## config.mk

```make
export PLATFORM = sky130hd
export DESIGN_NAME = step_input_conditioner_flat
export DESIGN_NICKNAME = d
export VERILOG_FILES = /design/src/rtl/step_input_conditioner_pkg.sv /design/src/rtl/step_input_conditioner_if.sv /design/src/rtl/sync_2ff.sv /design/src/rtl/step_input_conditioner.sv /design/src/flat_wrapper.sv
export SDC_FILE = /design/constraint.sdc
export NUM_CORES = 1
export LEC_CHECK = 0
export BUFFER_PORTS_ARGS = -buffer_cell sky130_fd_sc_hd__buf_4
export CAP_MARGIN = 5
export CORE_AREA = 2 2 39 41
export CTS_CLUSTER_DIAMETER = 60
export DETAILED_ROUTE_END_ITERATION = 8
export DIE_AREA = 0 0 41 43
export SYNTH_ARGS = -nofsm -noshare
export SYNTH_HDL_FRONTEND = slang
export SYNTH_SLANG_ARGS = --single-unit
```

## constraint.sdc

```tcl
create_clock -name clk -period 2.4 [get_ports clk]
set_input_delay 0.36 -clock clk [delete_from_list [all_inputs] [get_ports clk]]
set_output_delay 0.36 -clock clk [all_outputs]
set_load 0.02 [all_outputs]
```

## src/rtl/step_input_conditioner_pkg.sv

```systemverilog
// Shared state encoding and default timing constants for the step input conditioner.
// Package name step_cond_pkg; the optional auto-repeat is enabled by STEP_AUTOREPEAT_EN.
package step_cond_pkg;

    typedef logic [1:0] step_state_t;

    localparam step_state_t IDLE       = 2'b00;
    localparam step_state_t CONFIRM_HI = 2'b01;
    localparam step_state_t PRESSED    = 2'b10;
    localparam step_state_t CONFIRM_LO = 2'b11;

    localparam int unsigned DEF_DEBOUNCE_CYCLES = 4;
    localparam int unsigned DEF_HOLD_CYCLES     = 16;
    localparam int unsigned DEF_REPEAT_CYCLES   = 8;

    // Both confirm states share bit 0, which is what drives the busy LED.
    function automatic logic is_confirm(step_state_t s);
        return s[0];
    endfunction

    // Debounced level is high once a press is accepted, until its release is confirmed.
    function automatic logic is_held(step_state_t s);
        return s[1];
    endfunction

endpackage

```

## src/rtl/step_input_conditioner_if.sv

```systemverilog
// Button-side and counter-side signals of the step input conditioner.
// The master drives the raw button and mode; the conditioner (slave) returns x/stable/busy.
interface step_input_conditioner_if;

    logic btn_raw;
    logic pulse_mode;
    logic x;
    logic stable;
    logic busy;

    modport master (
        output btn_raw,
        output pulse_mode,
        input  x,
        input  stable,
        input  busy
    );

    modport slave (
        input  btn_raw,
        input  pulse_mode,
        output x,
        output stable,
        output busy
    );

endinterface

```

## src/rtl/sync_2ff.sv

```systemverilog
// Two-flop synchroniser for a single asynchronous level; both flops reset to 0.
module sync_2ff (
    input  logic clk,
    input  logic rst_n,
    input  logic d_i,
    output logic q_o
);

    logic meta_q;
    logic sync_q;

    always_ff @(posedge clk or negedge rst_n) begin
        if (!rst_n) begin
            meta_q <= 1'b0;
            sync_q <= 1'b0;
        end else begin
            meta_q <= d_i;
            sync_q <= meta_q;
        end
    end

    assign q_o = sync_q;

endmodule

```

## src/rtl/step_input_conditioner.sv

```systemverilog
// Synchronise and debounce a bouncing button, then drive the counter's enable x as a pulse or level.
// Define STEP_AUTOREPEAT_EN to add hold-to-repeat pulses in pulse mode.
module step_input_conditioner
    import step_cond_pkg::*;
#(
    parameter int unsigned DEBOUNCE_CYCLES = DEF_DEBOUNCE_CYCLES,
    parameter int unsigned HOLD_CYCLES     = DEF_HOLD_CYCLES,
    parameter int unsigned REPEAT_CYCLES   = DEF_REPEAT_CYCLES
) (
    input logic                     clk,
    input logic                     rst_n,
    step_input_conditioner_if.slave bus
);

    localparam int unsigned     CntW    = $clog2(DEBOUNCE_CYCLES + 1);
    localparam logic [CntW-1:0] CntLast = CntW'(DEBOUNCE_CYCLES - 1);

    logic            btn_sync;
    step_state_t     state_q, state_d;
    logic [CntW-1:0] cnt_q, cnt_d;
    logic            stable_q, stable_d;
    logic            x_q, x_d;
    logic            press_accept;
    logic            repeat_fire;

    sync_2ff u_sync (
        .clk   (clk),
        .rst_n (rst_n),
        .d_i   (bus.btn_raw),
        .q_o   (btn_sync)
    );

    always_comb begin
        state_d      = state_q;
        cnt_d        = cnt_q;
        press_accept = 1'b0;
        unique case (state_q)
            IDLE: begin
                if (btn_sync) begin
                    state_d = CONFIRM_HI;
                    cnt_d   = '0;
                end
            end
            CONFIRM_HI: begin
                if (!btn_sync) begin
                    state_d = IDLE;
                end else if (cnt_q == CntLast) begin
                    state_d      = PRESSED;
                    press_accept = 1'b1;
                end else begin
                    cnt_d = cnt_q + 1'b1;
                end
            end
            PRESSED: begin
                if (!btn_sync) begin
                    state_d = CONFIRM_LO;
                    cnt_d   = '0;
                end
            end
            CONFIRM_LO: begin
                // Returning to PRESSED is a bounce, not a new press: no press_accept here.
                if (btn_sync) begin
                    state_d = PRESSED;
                end else if (cnt_q == CntLast) begin
                    state_d = IDLE;
                end else begin
                    cnt_d = cnt_q + 1'b1;
                end
            end
            default: state_d = IDLE;
        endcase
    end

`ifdef STEP_AUTOREPEAT_EN
    localparam int unsigned      HoldW     = $clog2(HOLD_CYCLES + REPEAT_CYCLES + 1);
    localparam logic [HoldW-1:0] HoldFirst = HoldW'(HOLD_CYCLES);
    localparam logic [HoldW-1:0] HoldWrap  = HoldW'(HOLD_CYCLES + REPEAT_CYCLES);

    logic [HoldW-1:0] hold_q, hold_d, hold_inc;

    // After the first repeat the counter wraps back to HoldFirst, giving a REPEAT_CYCLES period.
    always_comb begin
        hold_d      = hold_q;
        hold_inc    = hold_q + 1'b1;
        repeat_fire = 1'b0;
        if (state_q == IDLE || press_accept) begin
            hold_d = '0;
        end else if (state_q == PRESSED && state_d == PRESSED) begin
            hold_d = hold_inc;
            if (hold_inc == HoldFirst) begin
                repeat_fire = 1'b1;
            end else if (hold_inc == HoldWrap) begin
                repeat_fire = 1'b1;
                hold_d      = HoldFirst;
            end
        end
    end

    always_ff @(posedge clk or negedge rst_n) begin
        if (!rst_n) begin
            hold_q <= '0;
        end else begin
            hold_q <= hold_d;
        end
    end
`else
    logic unused_repeat_cfg;

    assign repeat_fire       = 1'b0;
    assign unused_repeat_cfg = ^{HOLD_CYCLES, REPEAT_CYCLES};
`endif

    always_comb begin
        stable_d = is_held(state_d);
        x_d      = bus.pulse_mode ? (press_accept | repeat_fire) : stable_d;
    end

    always_ff @(posedge clk or negedge rst_n) begin
        if (!rst_n) begin
            state_q  <= IDLE;
            cnt_q    <= '0;
            stable_q <= 1'b0;
            x_q      <= 1'b0;
        end else begin
            state_q  <= state_d;
            cnt_q    <= cnt_d;
            stable_q <= stable_d;
            x_q      <= x_d;
        end
    end

    assign bus.x      = x_q;
    assign bus.stable = stable_q;
    assign bus.busy   = is_confirm(state_q);

endmodule

```

## src/flat_wrapper.sv

```systemverilog
// flat-port wrapper written by rule: the top's interface ports become plain ports
module step_input_conditioner_flat import step_cond_pkg::*;
#(
    parameter int unsigned DEBOUNCE_CYCLES = DEF_DEBOUNCE_CYCLES,
    parameter int unsigned HOLD_CYCLES     = DEF_HOLD_CYCLES,
    parameter int unsigned REPEAT_CYCLES   = DEF_REPEAT_CYCLES
)
  (clk, rst_n, bus_btn_raw, bus_pulse_mode, bus_x, bus_stable, bus_busy);
  step_input_conditioner_if bus_i ();
  input logic clk;
  input logic rst_n;
  input wire logic [$bits(bus_i.btn_raw)-1:0] bus_btn_raw;
  input wire logic [$bits(bus_i.pulse_mode)-1:0] bus_pulse_mode;
  output wire logic [$bits(bus_i.x)-1:0] bus_x;
  output wire logic [$bits(bus_i.stable)-1:0] bus_stable;
  output wire logic [$bits(bus_i.busy)-1:0] bus_busy;
  assign bus_i.btn_raw = bus_btn_raw;
  assign bus_i.pulse_mode = bus_pulse_mode;
  assign bus_x = bus_i.x;
  assign bus_stable = bus_i.stable;
  assign bus_busy = bus_i.busy;
  step_input_conditioner #(.DEBOUNCE_CYCLES(DEBOUNCE_CYCLES), .HOLD_CYCLES(HOLD_CYCLES), .REPEAT_CYCLES(REPEAT_CYCLES)) u_core (.clk(clk), .rst_n(rst_n), .bus(bus_i));
endmodule
```

Word-level counts from Yosys, hierarchy flattened
Index checks and enable logic that the tools add are counted.
- logic and storage cells: 37
- bits in registers: 8
- bits of input ports: 4
- output and inout bits: 3
- add/subtract/negate cells: 1
- reduce and logical (&&, ||, !) cells: 3
- multiplexer cells: 17
- equality and inequality tests: 10
- operators by type and width (cell ; count):
    $mux 3 ; 5
    $mux 2 ; 6
    $pmux 3 s4 ; 1
    $ne 2x2->1 const B ; 4
    $pmux 2 s4 ; 1
    $reduce_and 4->1 ; 2
    $ne 3x2->1 const B ; 2
    $eq 2x2->1 const B ; 2
    $mux 1 ; 4
    $add 3x1->3 const B ; 1
    $eq 3x2->1 const B ; 1
    $eq 2x1->1 const B ; 1
    $logic_not 2->1 ; 1

Logic depth before layout (Yosys ltp)
- depth in word-level cells: 5
- mapped depth: 5
- mapped depth without buffers: 5

Hierarchy
A second synthesis with hierarchy kept.
- cells, all modules: 31
- area, all modules: 361.6 sq um
- modules (own cells, without submodules) (module ; area an instance (sq um) ; instances ; seq. area each (sq um) ; cells an instance):
    step_input_conditioner ; 311.5 ; 1 ; 150.1 ; 29
    sync_2ff ; 50.0 ; 1 ; 50.0 ; 2

Least setup slack after synthesis
No wires, ideal clock.
- path kind: register to register
- from: reg u_core.state_q[1]
- to: reg u_core.cnt_q[1]
- clock period less this slack: 1295 ps
- cell stages (with the launch flop): 4
- library setup time: 121 ps
- data required time: 2279 ps
- arrival time: 1174 ps
- path buffers: 0
- setup slack: 1105 ps
- cell sequence: dfrtp_1 xor2_2 and2b_1 a32o_2
- cells in the longest elaborated chain, start to end: 3
- elaborated cells on any way between the ends: 10
- classes of those cells: 7 x eq/ne; 1 x mux; 2 x reduce/logical
- RTL lines (item ; RTL line ; RTL):
    start: declaration ; step_input_conditioner.sv:19 ; step_state_t state_q, state_d;
    start signal: assignment ; step_input_conditioner.sv:125 ; state_q <= state_d;
    $eq 2x2->1, or another cell as far along ; step_input_conditioner.sv:37 ; unique case (state_q)
    $ne 2x2->1 (no source line) ; -- ;
    $reduce_and 4->1 (no source line) ; -- ;
    end signal: assignment ; step_input_conditioner.sv:126 ; cnt_q <= cnt_d;
    end: declaration ; step_input_conditioner.sv:20 ; logic [CntW-1:0] cnt_q, cnt_d;
Parallel ways exist; a longest one is shown, timed or not.
A chain may end at the register's enable or synchronous reset.

Final worst setup path
- from: reg u_core.cnt_q[0]
- to: reg u_core.cnt_q[2]
- cells in the longest elaborated chain, start to end: 4
- elaborated cells on any way between the ends: 6
- classes of those cells: 1 x add/sub; 1 x eq/ne; 4 x mux
- RTL lines (item ; RTL line):
    $add 3x1->3 / $eq 3x2->1 (equally long branches) ; --
    $mux 3 * ; step_input_conditioner.sv:47, step_input_conditioner.sv:64
    $mux 3 (on tied branches) ; step_input_conditioner.sv:62, step_input_conditioner.sv:45
    $pmux 3 s4 * ; step_input_conditioner.sv:37
Every way passes the cells marked *; elsewhere a longest branch is shown, timed or not. The select of a mux whose other input is x is not followed.

==> flow_metrics.py <==
metrics = {
    "yosys": {
        "synth.avg_cell_area_sq_um": 11.5,
        "mappedNetlistArea_sq_um": 378,
        "async_reset_ff_frac": 1.00,
        "synth_seq_cells": 8,
        "synth.most_common_cell": "dfrtp_1",
        "yosysTopAreaCell": "dfrtp_1",
        "synth_area_leaders": "dfrtp_1, ha_1, nand2_1, a31o_2, xor2_2",
        "syn_nets": 40,
        "yosys_warnings": 0,
        "synthCells": 33,
        "synth_top_area_share": 0.530,
        "synth_common_cells": "dfrtp_1, nand2_1, ha_1, inv_1",
        "ys.flop_type": "dfrtp_1",
        "synth_cell_types": 15,
        "synth-seq-area-share": 0.530,
        "synth_edf_count": 0,
    },
    "floorplanning": {
        "chipHeight_um": 43,
        "rows": 14,
        "boundaryPins": 7,
        "core_sq_um": 1380,
        "start_util": 0.273,
        "die_area_sq_um": 1760,
        "die_w_um": 41,
    },
    "global_route": {
        "grt_pass1_vias": 266,
        "grt_max_degree": 9,
        "antenna_found_initial": 0,
        "gr-total-overflow": 0,
        "grt_first_pass_wirelength_mm": 1.01,
        "grt_usage": 0.102,
    },
    "hold_path": {
        "hold_path.class": "primary input to flip-flop",
    },
    "clock_network": {
        "cts_setup_buffers": 0,
        "numCtsBuffers": 3,
        "cts_tree": "built",
        "cts_root_buffer": "clkbuf_4",
        "insertion_delay_ps": 250,
        "clkTransAtPathRegs_ps": 50,
        "clkSinkCount": 8,
        "h-tree-depth": 1,
        "ctsLongestPathBuffers": 2,
    },
    "sta": {
        "drv_slew": 0,
        "grt_setup_unrepaired": "false",
        "tightest_slew_ps": 262,
        "hold_viol": 0,
        "skew_ps": 5.71,
        "finalSetupViolations": 0,
        "fin_crit_ps": 1340,
        "setup_tns_ps": 0,
        "hold_ws_ps": 222,
        "fin_ws_ps": 1060,
        "fin_crit_sh": 0.560,
        "maxSlewHeadroom": 0.825,
        "fmax_mhz": 744,
    },
    "pwr": {
        "p_leak_nw": 0.243,
        "pwr_density_cell_nw_per_um2": 846,
        "max-vdd-ir-drop_uv": 387,
    },
    "detailed_routing": {
        "first_iter_violations": 0,
        "antenna_left": 0,
        "wirelength_um": 604,
        "drt-pass1-iter-count": 1,
        "drc": 0,
        "via_count": 274,
        "wire_per_inst_um": 10.2,
        "avgViaCountPerCell": 4.64,
    },
    "worst_setup_path": {
        "start_kind": "flip-flop",
        "endpoint_kind": "flip-flop",
        "cp_slowest_cell": "dfrtp_1",
        "critical_path_class": "flip-flop to flip-flop",
        "critPathMaxFanout": 4,
        "crit_path_cell_trace": "ha_1, ha_1, nand2_1, a21oi_1, a31o_2",
        "worst_path_most_repeated_cell": "ha_1",
        "cp_data_required_time_ps": 2530,
        "crit_arrival_ps": 1480,
        "slowest_delay_ps": 370,
    },
    "placed_design": {
        "dpl.hpwl_um": 459,
        "routabilityCongestion": 0.670,
        "place_ws_ps": 1060,
        "io_buffers": 6,
        "placed_cell_area_sq_um": 443,
    },
    "cells_and_area": {
        "fin_util": 0.344,
        "fin_nets": 52,
        "diodes": 0,
        "final_area_sq_um": 475,
        "area_growth_pct": 25.8,
        "fill_cells": 144,
        "final_layout_size_suffix_gt1_frac": 0.302,
    },
    "run_status": {
        "run_status": "finished clean",
    },
    "flow_run": {
        "maxCapViolCount": 0,
    },
}
## per-layer routing
layer	global-route usage	part of all wire	vias up
met5	0	0	-
met4	0.120	0.045	0
met3	0.0785	0.073	2
met2	0.125	0.45	10
met1	0.0900	0.43	128
li1	-	-	134
## through the flow
stage / power, mW / instances
after floorplan: 0.272 / 33
after global placement: 0.304 / 55
after detailed placement: 0.308 / 55
after CTS: 0.414 / 59
after global routing: 0.446 / 59
final: 0.402 / 59
## what timing repair did
action | CTS | global route
endpoints found under the hold margin | 8 | 0
gates resized for setup | 0 | 0
hold buffers | 1 | 0
## cell type report
type                       instances  area [sq um]  area share
inverter                           3          11.3      0.0237
sequential                         8           200       0.421
clock buffer                       3          22.5      0.0474
timing repair buffer               7          55.1       0.116
multi-input combinational         22           166       0.350
tap                               16          20.0      0.0421
## cells in the final DEF (no fill, tap or decap)
cell / count
dfrtp_1: 8
nand2_1: 6
buf_4: 6
inv_1: 3
ha_1: 3
clkbuf_4: 3
a21oi_1: 2
a31o_2: 2
and2_1: 1
o21ai_0: 1
mux2i_1: 1
o2bb2ai_1: 1
xor2_2: 1
and2b_1: 1
or2b_1: 1
o22ai_1: 1
a32o_2: 1
dlygate4sd3_1: 1
## where the power goes
group          switching [mW]  leakage, nW  internal (mW)
Sequential             0.0208       0.0949          0.164
Clock                  0.0406       0.0138         0.0569
Combinational          0.0581        0.134         0.0612
## cell families after synthesis
logic type | count (synthesis) | share of synthesized area
mux | 1 | 0.0265
simple gates | 9 | 0.116
flops | 8 | 0.530
compound gates | 8 | 0.156
xor+xnor | 1 | 0.0431
buf+inv | 3 | 0.0298
fa+ha+maj | 3 | 0.0993
## path summary, 6_finish.rpt
check / from / endpoint / slack, ps / depth (start not counted)
max in group asynchronous: rst_n / u_core.cnt_q[1]$_DFFE_PN0P_ / 1800 / 2
min in group asynchronous: rst_n / u_core.state_q[0]$_DFFE_PN0P_ / 470 / 2
setup / recovery: u_core.cnt_q[0]$_DFFE_PN0P_ / u_core.cnt_q[2]$_DFFE_PN0P_ / 1060 / 5
setup reg to reg: u_core.cnt_q[0]$_DFFE_PN0P_ / u_core.cnt_q[2]$_DFFE_PN0P_ / 1060 / 5
hold / removal: bus_btn_raw / u_core.u_sync.meta_q$_DFF_PN0_ / 220 / 1
hold reg to reg: u_core.u_sync.meta_q$_DFF_PN0_ / u_core.u_sync.q_o$_DFF_PN0_ / 340 / 0
## registers in the layout, summed over array words and instances, names as in the netlist
signal                flops
u_core.state_q            2
u_core.bus.x              1
u_core.u_sync.meta_q      1
u_core.u_sync.q_o         1
u_core.cnt_q              3
## critical path: cells and delay by family (launching register included)
| family | cells | cell delay, ps |
|---|---|---|
| simple gates | 1 | 130 |
| flops | 1 | 370 |
| fa+ha+maj | 2 | 430 |
| compound gates | 2 | 300 |
(Power assumes the default switching activity.)
